### src/rtl/cpu_ctrl_pkg.sv
// Shared definitions for the stack CPU microsequencer: strobe bit positions,
// ALU codes, opcodes and the controller state encoding.
package cpu_ctrl_pkg;

  localparam int unsigned INSTR_W = 16;
  localparam int unsigned LD_W    = 9;
  localparam int unsigned TR_W    = 6;
  localparam int unsigned ALOP_W  = 3;
  localparam int unsigned WAIT_W  = 16;

  localparam int unsigned LD_R   = 0;
  localparam int unsigned LD_PC  = 1;
  localparam int unsigned LD_SP  = 2;
  localparam int unsigned LD_F   = 3;
  localparam int unsigned LD_T   = 4;
  localparam int unsigned LD_MAR = 5;
  localparam int unsigned LD_MDM = 6;
  localparam int unsigned LD_MDZ = 7;
  localparam int unsigned LD_IR  = 8;

  localparam int unsigned TR_R   = 0;
  localparam int unsigned TR_PC  = 1;
  localparam int unsigned TR_SP  = 2;
  localparam int unsigned TR_MAR = 3;
  localparam int unsigned TR_MDR = 4;
  localparam int unsigned TR_L   = 5;

  localparam logic [ALOP_W-1:0] ALOP_ADD   = 3'b000;
  localparam logic [ALOP_W-1:0] ALOP_SUB   = 3'b001;
  localparam logic [ALOP_W-1:0] ALOP_AND   = 3'b010;
  localparam logic [ALOP_W-1:0] ALOP_OR    = 3'b011;
  localparam logic [ALOP_W-1:0] ALOP_XOR   = 3'b100;
  localparam logic [ALOP_W-1:0] ALOP_PASSX = 3'b101;
  localparam logic [ALOP_W-1:0] ALOP_INCX  = 3'b110;
  localparam logic [ALOP_W-1:0] ALOP_DECX  = 3'b111;

  localparam logic [3:0] OP_ALU  = 4'h0;
  localparam logic [3:0] OP_PUSH = 4'h1;
  localparam logic [3:0] OP_POP  = 4'h2;
  localparam logic [3:0] OP_JMP  = 4'h3;
  localparam logic [3:0] OP_CALL = 4'h4;
  localparam logic [3:0] OP_RET  = 4'h5;
  localparam logic [3:0] OP_HALT = 4'h6;

  typedef enum logic [4:0] {
    S_RST, S_F0, S_F1, S_F2, S_DEC,
    S_AL1, S_AL2, S_AL3, S_AL4, S_AL5, S_AL6, S_AL7,
    S_PU1, S_PU2, S_PU3,
    S_PO1, S_PO2, S_PO3, S_PO4,
    S_RT1, S_RT2, S_RT3, S_RT4,
    S_CA1, S_CA2, S_CA3,
    S_J1, S_J2, S_HLT, S_ERR
  } state_e;

  function automatic logic is_read_wait(input state_e s);
    return s inside {S_F1, S_AL2, S_AL5, S_PO2, S_RT2};
  endfunction

  function automatic logic is_write_wait(input state_e s);
    return s inside {S_AL7, S_PU3, S_CA3};
  endfunction

endpackage

### src/rtl/mem_wait_timer.sv
// Counts cycles spent waiting on mem_ready in a wait state and flags a timeout
// once MAX_WAIT cycles have passed without completion (MAX_WAIT=0 disables).
module mem_wait_timer import cpu_ctrl_pkg::*; #(
  parameter int unsigned MAX_WAIT = 0
) (
  input  logic i_clk,
  input  logic i_reset,
  input  logic i_wait,
  input  logic i_ready,
  output logic o_timeout_c
);

  logic [WAIT_W-1:0] r_count;

  // Holds the number of earlier cycles spent in the current wait; clears on exit.
  always_ff @(posedge i_clk) begin
    if (i_reset || !i_wait || i_ready) begin
      r_count <= '0;
    end else if (r_count != '1) begin
      r_count <= r_count + WAIT_W'(1);
    end
  end

  assign o_timeout_c = (MAX_WAIT != 0) && i_wait && !i_ready &&
                       ((32'(r_count) + 32'd1) >= MAX_WAIT);

endmodule

### src/rtl/stack_control_unit.sv
// Multi-cycle microsequencer for the 16-bit stack CPU: fetch, decode and
// per-opcode micro-steps, with memory wait states and timeout to an error halt.
module stack_control_unit import cpu_ctrl_pkg::*; #(
  parameter int unsigned MAX_WAIT = 0
) (
  input  logic               clk,
  input  logic               reset,
  input  logic [INSTR_W-1:0] Instruction,
  input  logic               Status,
  input  logic               mem_ready,
  output logic [LD_W-1:0]    LoadSignal,
  output logic [TR_W-1:0]    TransferSignal,
  output logic [ALOP_W-1:0]  ALOP,
  output logic               mem_rd,
  output logic               mem_wr,
  output logic               fetch,
  output logic               halted,
  output logic               err
);

  state_e r_state, w_next;
  logic   w_wait, w_timeout, w_unused;

  // Operand/register fields of IR are consumed by the datapath, not here.
  assign w_unused = ^Instruction[11:3];
  assign w_wait   = is_read_wait(r_state) || is_write_wait(r_state);

  mem_wait_timer #(.MAX_WAIT(MAX_WAIT)) u_timer (
    .i_clk       (clk),
    .i_reset     (reset),
    .i_wait      (w_wait),
    .i_ready     (mem_ready),
    .o_timeout_c (w_timeout)
  );

  always_ff @(posedge clk) begin
    if (reset) r_state <= S_RST;
    else       r_state <= w_next;
  end

  always_comb begin
    w_next         = r_state;
    LoadSignal     = '0;
    TransferSignal = '0;
    ALOP           = ALOP_ADD;
    mem_rd         = 1'b0;
    mem_wr         = 1'b0;
    fetch          = 1'b0;
    halted         = 1'b0;
    err            = 1'b0;
    case (r_state)
      S_RST: w_next = S_F0;
      S_F0: begin
        fetch = 1'b1; TransferSignal[TR_PC] = 1'b1; ALOP = ALOP_PASSX;
        LoadSignal[LD_MAR] = 1'b1; w_next = S_F1;
      end
      S_F1: begin mem_rd = 1'b1; LoadSignal[LD_IR] = mem_ready; w_next = S_F2; end
      S_F2: begin
        TransferSignal[TR_PC] = 1'b1; ALOP = ALOP_INCX; LoadSignal[LD_PC] = 1'b1;
        w_next = S_DEC;
      end
      S_DEC: begin
        if (Instruction[15]) begin
          w_next = Status ? S_J1 : S_F0;
        end else begin
          case (Instruction[15:12])
            OP_ALU:  w_next = S_AL1;
            OP_PUSH: w_next = S_PU1;
            OP_POP:  w_next = S_PO1;
            OP_JMP:  w_next = S_J1;
            OP_CALL: w_next = S_CA1;
            OP_RET:  w_next = S_RT1;
            OP_HALT: w_next = S_HLT;
            default: w_next = S_F0;
          endcase
        end
      end
      // Add/sub/logic on the two top-of-stack words; result replaces the second.
      S_AL1: begin TransferSignal[TR_SP] = 1'b1; ALOP = ALOP_PASSX; LoadSignal[LD_MAR] = 1'b1; w_next = S_AL2; end
      S_AL2: begin mem_rd = 1'b1; LoadSignal[LD_MDM] = mem_ready; w_next = S_AL3; end
      S_AL3: begin TransferSignal[TR_MDR] = 1'b1; ALOP = ALOP_PASSX; LoadSignal[LD_T] = 1'b1; w_next = S_AL4; end
      S_AL4: begin
        TransferSignal[TR_SP] = 1'b1; ALOP = ALOP_INCX;
        LoadSignal[LD_SP] = 1'b1; LoadSignal[LD_MAR] = 1'b1; w_next = S_AL5;
      end
      S_AL5: begin mem_rd = 1'b1; LoadSignal[LD_MDM] = mem_ready; w_next = S_AL6; end
      S_AL6: begin
        TransferSignal[TR_MDR] = 1'b1; ALOP = Instruction[2:0];
        LoadSignal[LD_MDZ] = 1'b1; LoadSignal[LD_F] = 1'b1; w_next = S_AL7;
      end
      S_AL7: begin mem_wr = 1'b1; w_next = S_F0; end
      S_PU1: begin TransferSignal[TR_R] = 1'b1; ALOP = ALOP_PASSX; LoadSignal[LD_MDZ] = 1'b1; w_next = S_PU2; end
      S_PU2: begin
        TransferSignal[TR_SP] = 1'b1; ALOP = ALOP_DECX;
        LoadSignal[LD_SP] = 1'b1; LoadSignal[LD_MAR] = 1'b1; w_next = S_PU3;
      end
      S_PU3: begin mem_wr = 1'b1; w_next = S_F0; end
      S_PO1: begin TransferSignal[TR_SP] = 1'b1; ALOP = ALOP_PASSX; LoadSignal[LD_MAR] = 1'b1; w_next = S_PO2; end
      S_PO2: begin mem_rd = 1'b1; LoadSignal[LD_MDM] = mem_ready; w_next = S_PO3; end
      S_PO3: begin TransferSignal[TR_MDR] = 1'b1; ALOP = ALOP_PASSX; LoadSignal[LD_R] = 1'b1; w_next = S_PO4; end
      S_PO4: begin TransferSignal[TR_SP] = 1'b1; ALOP = ALOP_INCX; LoadSignal[LD_SP] = 1'b1; w_next = S_F0; end
      S_RT1: begin TransferSignal[TR_SP] = 1'b1; ALOP = ALOP_PASSX; LoadSignal[LD_MAR] = 1'b1; w_next = S_RT2; end
      S_RT2: begin mem_rd = 1'b1; LoadSignal[LD_MDM] = mem_ready; w_next = S_RT3; end
      S_RT3: begin TransferSignal[TR_MDR] = 1'b1; ALOP = ALOP_PASSX; LoadSignal[LD_PC] = 1'b1; w_next = S_RT4; end
      S_RT4: begin TransferSignal[TR_SP] = 1'b1; ALOP = ALOP_INCX; LoadSignal[LD_SP] = 1'b1; w_next = S_F0; end
      // CALL pushes the return address, then shares the JMP steps.
      S_CA1: begin TransferSignal[TR_PC] = 1'b1; ALOP = ALOP_PASSX; LoadSignal[LD_MDZ] = 1'b1; w_next = S_CA2; end
      S_CA2: begin
        TransferSignal[TR_SP] = 1'b1; ALOP = ALOP_DECX;
        LoadSignal[LD_SP] = 1'b1; LoadSignal[LD_MAR] = 1'b1; w_next = S_CA3;
      end
      S_CA3: begin mem_wr = 1'b1; w_next = S_J1; end
      S_J1:  begin TransferSignal[TR_L] = 1'b1; ALOP = ALOP_PASSX; LoadSignal[LD_T] = 1'b1; w_next = S_J2; end
      S_J2:  begin TransferSignal[TR_PC] = 1'b1; ALOP = ALOP_ADD; LoadSignal[LD_PC] = 1'b1; w_next = S_F0; end
      S_HLT: halted = 1'b1;
      S_ERR: begin halted = 1'b1; err = 1'b1; end
      default: w_next = S_RST;
    endcase
    // Wait states hold until memory completes, or give up on timeout.
    if (w_wait && !mem_ready) w_next = r_state;
    if (w_timeout)            w_next = S_ERR;
  end

endmodule

### config.mk
export PLATFORM = sky130hd
export DESIGN_NAME = stack_control_unit
export DESIGN_NICKNAME = d
export VERILOG_FILES = /design/src/rtl/cpu_ctrl_pkg.sv /design/src/rtl/mem_wait_timer.sv /design/src/rtl/stack_control_unit.sv
export SDC_FILE = /design/constraint.sdc
export NUM_CORES = 1
export LEC_CHECK = 0
export CAP_MARGIN = 15
export CORE_ASPECT_RATIO = 1.1
export CORE_MARGIN = 5
export CORE_UTILIZATION = 38
export CTS_CLUSTER_DIAMETER = 30
export DETAILED_ROUTE_END_ITERATION = 6
export PLACE_DENSITY = 0.76
export SYNTH_ARGS = -nofsm -noshare
export SYNTH_HDL_FRONTEND = slang
export SYNTH_HIERARCHICAL = 1
export SYNTH_SLANG_ARGS = --single-unit
export TNS_END_PERCENT = 100
### constraint.sdc
create_clock -name clk -period 1.6 [get_ports clk]
set_clock_uncertainty 0.1 [all_clocks]
set_input_delay 0.32 -clock clk [delete_from_list [all_inputs] [get_ports clk]]
set_output_delay 0.32 -clock clk [all_outputs]
set_load 0.01 [all_outputs]
# Yosys cells after proc, flatten, opt, wreduce, memory -nomap -nowiden
# Cells that the tools add are included.
# word_totals
input_bits	20
register_bits	5
# classes
muxes	24
n_eq_ne	35
bitwise_logic	2
n_reduce_logical	24
# ops
cell	n
$pmux W5 S24	1
$eq A5 B5 Y1 const B	14
$eq A5 B4 Y1 const B	8
$pmux W5 S7	1
$eq A5 B3 Y1 const B	4
$mux W1	19
$reduce_or A4 Y1	4
$eq A4 B3 Y1 const B	3
$pmux W3 S4	1
$eq A5 B2 Y1 const B	2
$mux W5	2
$reduce_or A10 Y1	1
$reduce_or A5 Y1	2
$reduce_or A3 Y1	3
$eq A4 B2 Y1 const B	2
$reduce_or A8 Y1	1
$reduce_or A7 Y1	1
$reduce_or A2 Y1	3
$reduce_or A6 Y1	1
$eq A5 B1 Y1 const B	1
$logic_not A5 Y1	1
$reduce_bool A5 Y1	1
$eq A4 B1 Y1 const B	1
$logic_not A4 Y1	1
6 further kinds	7

# Longest topological paths before layout
# Gate-level depths: netlist of the first run.
# logic_depth
word_depth	6
ltp_mapped	7

# Modules after synthesis
# Netlist of the first run, hierarchy kept.
# by_module_without_submodules
mod	cells_each	seq_area_each_um2	n_inst	area_each_um2
stack_control_unit	155	100.1	1	993.5
mem_wait_timer	2	0.0	1	11.3

# Least setup slack after synthesis of the first run
# OpenSTA, ideal clock, no wires.
# synth_path
path_kind	register to output
startpoint	reg r_state[4]
endpoint	out ALOP[0]
required_time_ps	1180
n_path_buf	2
setup_slack_ps	-42
arrival_time_ps	1222
stages_incl_launch_ff	6
path_cell_list	dfxtp_1 -> buf_4 -> buf_2 -> a21oi_1 -> o32ai_1 -> a22o_1
# synth_between
elab_chain_len	3
elab_cells_between_ends	21
classes_between	17 x eq/ne; 1 x mux; 3 x reduce/logical
# synth_rtl
element	line_no	text
start, declared	stack_control_unit.sv:21	state_e r_state, w_next;
start signal, assigned	stack_control_unit.sv:38	else r_state <= w_next;
$eq A5 B5 Y1, or another cell as far along	stack_control_unit.sv:51	case (r_state)
$reduce_or A10 Y1 (no source line), or another cell as far along	--	
$pmux W3 S4 *	stack_control_unit.sv:51	
end, declared	stack_control_unit.sv:13	output logic [ALOP_W-1:0] ALOP,
# Every way passes the cells marked *; elsewhere a longest branch is shown, timed or not.

# Final worst setup path of the first run
# layout_path
startpoint	reg r_state[2]
endpoint	reg r_state[3]
# layout_between
elab_chain_len	6
elab_cells_between_ends	40
classes_between	29 x eq/ne; 1 x mux; 2 x bitwise; 8 x reduce/logical
# layout_rtl
element
parallel branches: the longest is 6 deep, another holds $pmux W5 S24
# Parallel ways; which one is timed is not known.
# A chain may end at the register's enable or synchronous reset.

==> results.cfg, run 1 <==
[setup_path]
worst-endpoint-arrival_ns = 1.92
crit_fanout = 9
critPathCapture = r_state[3]$_SDFFE_PP0P_
endpoint_kind = register
r2r_slack_ns = -0.30
r2r_end = r_state[3]$_SDFFE_PP0P_
cp.required_ns = 1.62
crit_type = reg -> reg
r2r-start = r_state[2]$_SDFFE_PP0P_
startpoint_type = register
reg2reg_depth = 7
crit_path_start = r_state[2]$_SDFFE_PP0P_

[power]
internal-power_mw = 0.850
power_leakage_nw = 0.978
power_mw = 1.54
p_comb_frac = 0.783
seqPwrFrac = 0.123
irDropWorstVdd_uv = 934
clock_power_share = 0.095
sw_frac_of_total = 0.446
p_sw_mw = 0.685
p_per_area_nw_per_um2 = 706

[cts]
cts_tree = done
cts_max_path_buffers = 2
h-tree-depth = 1
clock-sinks = 5
cts_root_buf = clkbuf_4
cts_buffers = 3
worstSkewPairLatency_ns = 0.24
ctsHoldBuffers = 0
clk_pin_slew_ns = 0.05

[hold_path]
min_path_type = in -> reg
hold_start = reset

[floorplanning]
die_w_microns = 58.9
rows = 19
initial_core_util = 0.397
pin_count = 43
dieHeight_microns = 63.8
core_area_sq_um = 2520
die-area_sq_um = 3760

[yosys]
yosys_warnings = 6
syn_area_sq_um = 1000
syn_nets = 176
avgSynthCellArea_sq_um = 6.42
netlist_instances = 156

[layout]
final_util = 0.863
diodes = 0
nFillCells = 129
area_growth_pct = 117
regMostFlops = r_state
fin_nets = 272
seqCellArea_sq_um = 116
drive_gt1_frac = 0.622
largest_reg_flops = 5
reg_top3 = r_state x5
multi_input_area_sq_um = 1070

[drt]
wl_per_cell_microns = 21.0
firstDrtPassIters = 5
drt_wl_total_microns = 5910
num_vias = 1757
drt_iter0_drc = 202
drcViolationCount = 0
via_per_inst = 6.23
ant_nets = 0

[global_route]
grt_max_degree = 13
grt_pass1_vias = 1748
grt_pass1_wl_microns = 8250
track_usage = 0.272
antenna_found_initial = 0
grt_overflow = 0

[sta]
fmax_mhz = 526
finalCriticalPeriod_ns = 1.90
slew_viol_final = 0
worst_slack_ns = -0.300
finalCritPeriodShare = 1.19
setup_viol = 26
rsz0062_at_grt = true
hold_violations = 0

[placement]
dp_hpwl_microns = 2720
port_buffers = 32
gp_congestion = 0.843

[run]
drv_cap = 0

[outcome]
status = finished, violations left
violations = setup timing
-- worst min path at each step --
stage,end,slack [ns],cells past startpoint
floorplan,r_state[4]$_SDFFE_PP0P_,0.29,1
global placement,r_state[4]$_SDFFE_PP0P_,0.53,2
detailed placement,r_state[4]$_SDFFE_PP0P_,0.54,2
CTS,r_state[2]$_SDFFE_PP0P_,0.64,3
global route,r_state[0]$_SDFFE_PP0P_,0.67,2
finish,r_state[0]$_SDFFE_PP0P_,0.65,2
-- per-layer routing --
layer / global-route usage / share of wire
met1: 0.328 / 0.38
met2: 0.464 / 0.46
met3: 0.0282 / 0.099
met4: 0.142 / 0.058
met5: 0 / 0
-- worst max-delay path: stages, from the launching register on --
cell and delay (ns):
dfxtp_4 0.37, buf_8 0.15, nand2b_4 0.15, buf_6 0.12, a221oi_4 0.33, o31ai_4 0.13, buf_4 0.15, o31a_1 0.28
-- per-stage QoR --
stage          setup WS [ns]  TNS [ns]  instances  hold slack [ns]  area [sq um]
4_1_cts               -0.234     -4.14        276            0.640          1980
5_1_grt               -0.372     -6.86        282            0.668          2180
6_report              -0.300     -5.31        282            0.648          2180
2_1_floorplan         0.0159         0        156            0.285          1000
3_5_place_dp          -0.579    -11.16        256            0.543          1680
3_3_place_gp          -0.548    -10.45        256            0.527          1680
-- area by class of cell --
cell class / instances / share of cell area
repair buffers: 106 / 0.415
multi-input cells: 132 / 0.493
flip-flops and latches: 5 / 0.0535
inverters: 4 / 0.00805
well taps: 31 / 0.0178
clock buffers: 4 / 0.0121
-- power by group through the flow --
stage | logic (mW) | clock network (mW) | registers, mW
floorplan | 0.427 | 0 | 0.157
global placement | 0.788 | 0 | 0.178
detailed placement | 0.808 | 0 | 0.179
CTS | 0.985 | 0.147 | 0.181
global route | 1.26 | 0.160 | 0.190
finish | 1.20 | 0.145 | 0.189
-- timing repair --
action / CTS / global route
gates resized for setup: 145 / 43
buffers inserted: 15 / 9
gates cloned: 1 / 0
pin swaps: 20 / 17
setup endpoints to repair: 27 / 27
-- cell usage in the layout (no fill, tap or decap), types with 7 or more instances in the layout --
cell type        instances
buf_6                   16
nand2b_4                 7
buf_2                   19
nand2_1                 11
a21oi_1                  8
nor2_1                  10
clkdlybuf4s50_1          9
nand2b_1                 7
buf_4                   54
(Power assumes the default switching activity.)
==> run 2, diff against run 1 <==
- CORE_UTILIZATION: 38 -> 43
- PLACE_DENSITY: 0.76 -> 0.81
- clock period: 1.6 -> 2 ns (I/O delays scaled with it)
==> results.cfg, run 2 (synthesis gave the netlist of run 1 again) <==
[outcome]
status = complete, no violations

[power]
sw_frac_of_total = 0.442
seqPwrFrac = 0.146
p_sw_mw = 0.452
clock_power_share = 0.122
irDropWorstVdd_uv = 759
p_comb_frac = 0.732
internal-power_mw = 0.570
power_mw = 1.02
p_per_area_nw_per_um2 = 557
power_leakage_nw = 0.819

[setup_path]
startpoint_type = register
crit_chain = buf_6, buf_6, nand2b_1, a21oi_1, a21oi_1, nor2b_1, buf_2
r2r-start = r_state[1]$_SDFFE_PP0P_
cp.required_ns = 1.50
r2r_end = r_state[1]$_SDFFE_PP0P_
critPathBufInv = 3
crit_type = reg -> out
crit_family = buffers and inverters
slowest_delay_ns = 0.35
path_depth = 7
endpoint_kind = primary output
reg2reg_depth = 9
slowest_stage = dfxtp_4
worst-endpoint-arrival_ns = 1.49
r2r_slack_ns = 0.05
crit_fanout = 6

[drt]
top_layer_used = met4
drcViolationCount = 0
wl_per_cell_microns = 16.9
via_per_inst = 5.84
ant_nets = 0
drt_iter0_drc = 66
dr_wl_met2_microns = 2260
num_vias = 1525
drt-met1-wl_microns = 1830
drt_wl_total_microns = 4400
firstDrtPassIters = 4
wl_met3_microns = 231

[sta]
setup_viol = 0
finalCritPeriodShare = 0.997
slew_viol_final = 0
finalCriticalPeriod_ns = 1.99
rsz0062_at_grt = true
whs_ns = 0.744
hold_violations = 0
fmax_mhz = 501

[cts]
cts_max_path_buffers = 2
cts_root_buf = clkbuf_4
h-tree-depth = 1
worstSkewPairLatency_ns = 0.26
ctsHoldBuffers = 0
clock-sinks = 5
cts_tree = done
cts_buffers = 3
clk_pin_slew_ns = 0.05

[floorplanning]
initial_core_util = 0.449
rows = 18
core_area_sq_um = 2230
dieHeight_microns = 60.6
pin_count = 43
die_w_microns = 56
die-area_sq_um = 3390

[global_route]
grt_pass1_vias = 1416
track_usage = 0.232
antenna_found_initial = 0
grt_pass1_wl_microns = 6330
grt_overflow = 0
grt_max_degree = 12

[layout]
final_common_cell = buf_4
multi_input_area_sq_um = 956
area_growth_pct = 83.3
drive_gt1_frac = 0.494
regMostFlops = r_state
diodes = 0
layout_common_cells = buf_4, nor2_1, a21oi_1, buf_2, nand2_1
fin_nets = 252
reg_top3 = r_state x5
largest_reg_flops = 5
nFillCells = 143
seqCellArea_sq_um = 116

[placement]
gp_congestion = 0.944
dp_hpwl_microns = 2780
port_buffers = 32

[run]
drv_cap = 0

[hold_path]
min_path_type = in -> reg
hold_end = r_state[2]$_SDFFE_PP0P_
hold_start = reset
holdPathStages = 2
## run 2: power by group through the flow
stage	combinational, mW	clock (mW)	sequential (mW)
floorplan	0.340	0	0.125
global placement	0.588	0	0.149
global route	0.800	0.139	0.150
CTS	0.620	0.128	0.146
detailed placement	0.606	0	0.150
finish	0.748	0.125	0.149
## run 2: what timing repair did
action	in CTS	in global routing
pin swaps	1	13
endpoints found under the setup margin	24	19
resized for setup	76	56
setup buffers	6	5
## run 2: per-stage QoR
step / setup TNS (ns) / cells / worst slack, ns / utilization / cell area, sq um
2_1_floorplan: 0 / 156 / 0.278 / - / 1000
3_3_place_gp: -3.77 / 246 / -0.313 / 0.715 / 1600
3_5_place_dp: -4.85 / 246 / -0.349 / 0.715 / 1600
4_1_cts: -0.146 / 256 / -0.146 / 0.751 / 1670
5_1_grt: -0.303 / 261 / -0.0996 / 0.823 / 1830
6_report: 0 / 261 / 0.00587 / 0.823 / 1830
## run 2: worst max-delay path by stage
stage,from,endpoint,slack [ns]
after floorplan,r_state[4]$_SDFFE_PP0P_,ALOP[0],0.28
after global placement,Instruction[0],ALOP[0],-0.31
after detailed placement,Instruction[0],ALOP[0],-0.35
after CTS,r_state[1]$_SDFFE_PP0P_,ALOP[0],-0.15
after global routing,r_state[1]$_SDFFE_PP0P_,mem_wr,-0.1
final,r_state[1]$_SDFFE_PP0P_,mem_wr,0.006
## run 2: layout make-up
class	instances	area share
inverters	4	0.00819
multi-input cells	132	0.521
clock buffers	4	0.0143
repair buffers	86	0.372
flip-flops and latches	5	0.0634
well taps	30	0.0205
## run 2: layer usage
| layer | vias to the layer above | track usage |
|---|---|---|
| met1 | 735 | 0.259 |
| met2 | 68 | 0.447 |
| met4 | 0 | 0.0475 |
| met5 | - | 0 |
| met3 | 10 | 0.0638 |
| li1 | 712 | - |
==> run 3, diff against run 2 <==
- CORE_MARGIN: 5 -> unset
==> results.cfg, run 3 (synthesis gave the netlist of run 1 again) <==
[cts]
clock-sinks = 5
cts_max_path_buffers = 2
cts_tree = done
ctsHoldBuffers = 0
cts_buffers = 3
worstSkewPairLatency_ns = 0.25
cts_root_buf = clkbuf_4
h-tree-depth = 1
clk_pin_slew_ns = 0.05

[floorplanning]
initial_core_util = 0.475
core_area_sq_um = 2110
rows = 17
die_w_microns = 48
dieHeight_microns = 52.6
pin_count = 43
die-area_sq_um = 2520

[sta]
finalCritPeriodShare = 1.03
fmax_mhz = 485
slew_viol_final = 0
finalCriticalPeriod_ns = 2.06
rsz0062_at_grt = true
hold_violations = 0
worst_slack_ns = -0.0602
tns_ns = -0.0602
setup_viol = 1

[setup_path]
reg2reg_depth = 8
cp.required_ns = 1.50
worst-endpoint-arrival_ns = 1.56
slowest_delay_ns = 0.39
crit_type = reg -> out
crit_path_start = r_state[1]$_SDFFE_PP0P_
slowest_stage = dfxtp_4
r2r-start = r_state[2]$_SDFFE_PP0P_
r2r_end = r_state[4]$_SDFFE_PP0P_
r2r_slack_ns = 0.11
endpoint_kind = primary output
startpoint_type = register
crit_chain = buf_4, nand2b_1, o21ai_1, a32oi_1, o21ai_0, buf_2
crit_fanout = 8

[power]
irDropWorstVdd_uv = 587
power_leakage_nw = 0.781
p_per_area_nw_per_um2 = 557
power_mw = 0.965

[global_route]
grt_use_met1 = 0.378
antenna_found_initial = 0
grt.busiest_layer = met2
grt_max_degree = 16
grt_overflow = 0
grtUsageMet2 = 0.552
track_usage = 0.332
grt_pass1_vias = 1366
gr-usage-met3 = 0.0690
grt_pass1_wl_microns = 5980

[layout]
layout_common_cells = buf_4, nor2_1, nand2_1, a21oi_1
regMostFlops = r_state
reg_top3 = r_state x5
drive_gt1_frac = 0.447
final_common_cell = buf_4
largest_reg_flops = 5
area_growth_pct = 72.9
diodes = 0
fin_nets = 247

[hold_path]
hold_start = r_state[4]$_SDFFE_PP0P_
holdPathStages = 2
min_path_type = reg -> reg
hold_end = r_state[4]$_SDFFE_PP0P_

[outcome]
status = finished, violations left
violations = setup timing

[placement]
gp_congestion = 0.988
dp_hpwl_microns = 2940
port_buffers = 32

[drt]
firstDrtPassIters = 4
drcViolationCount = 0
drt_iter0_drc = 40
ant_nets = 0
via_per_inst = 5.91
num_vias = 1501
wl_per_cell_microns = 16.7
drt_wl_total_microns = 4250

[run]
drv_cap = 0
## run 3: metal layers
| layer | vias to the layer above | routed length (microns) |
|---|---|---|
| met5 | - | 0 |
| met4 | 0 | 157 |
| met3 | 20 | 237 |
| met2 | 79 | 2130 |
| met1 | 699 | 1730 |
| li1 | 703 | - |
## run 3: critical path: cells and delay by family (launching register included)
kind                   cells  cell delay, ns
flip-flops                 1            0.39
AO/OA/AOI/OAI              3            0.50
buffers and inverters      2            0.35
AND/OR/NAND/NOR            1            0.07
## run 3: per-stage QoR
stage / std cells / hold slack [ns] / setup slack (ns) / utilization / area, sq um
after floorplan: 156 / 0.369 / 0.278 / - / 1000
after global placement: 245 / 0.587 / -0.301 / 0.766 / 1610
after detailed placement: 245 / 0.600 / -0.350 / 0.766 / 1610
after CTS: 252 / 0.497 / -0.0978 / 0.801 / 1690
after global routing: 254 / 0.520 / -0.121 / 0.822 / 1730
final: 254 / 0.499 / -0.0602 / 0.822 / 1730
## run 3: area by class of cell
type / instances / area (sq um)
tap: 28 / 35.0
clock buffer: 4 / 26.3
inverter: 4 / 15.0
fill: 151 / 375
timing repair buffer: 81 / 631
multi-input combinational: 132 / 905
sequential: 5 / 119
## run 3: worst max-delay path by stage
stage	end	slack, ns
after floorplan	ALOP[0]	0.28
after global placement	ALOP[0]	-0.30
after detailed placement	ALOP[0]	-0.35
after CTS	ALOP[0]	-0.1
after global routing	ALOP[1]	-0.12
final	ALOP[1]	-0.06
## run 3: power by group
group / switching, mW / leakage [nW] / internal, mW
registers: 0.0399 / 0.0444 / 0.116
logic: 0.344 / 0.721 / 0.345
clock network: 0.0440 / 0.0150 / 0.0756
## run 3: repair_timing
action,4_1_cts,5_1_grt
buffers inserted,3,2
gates resized for setup,72,40
hold endpoints to repair,0,0
pin swaps,4,4
endpoints found under the setup margin,23,20
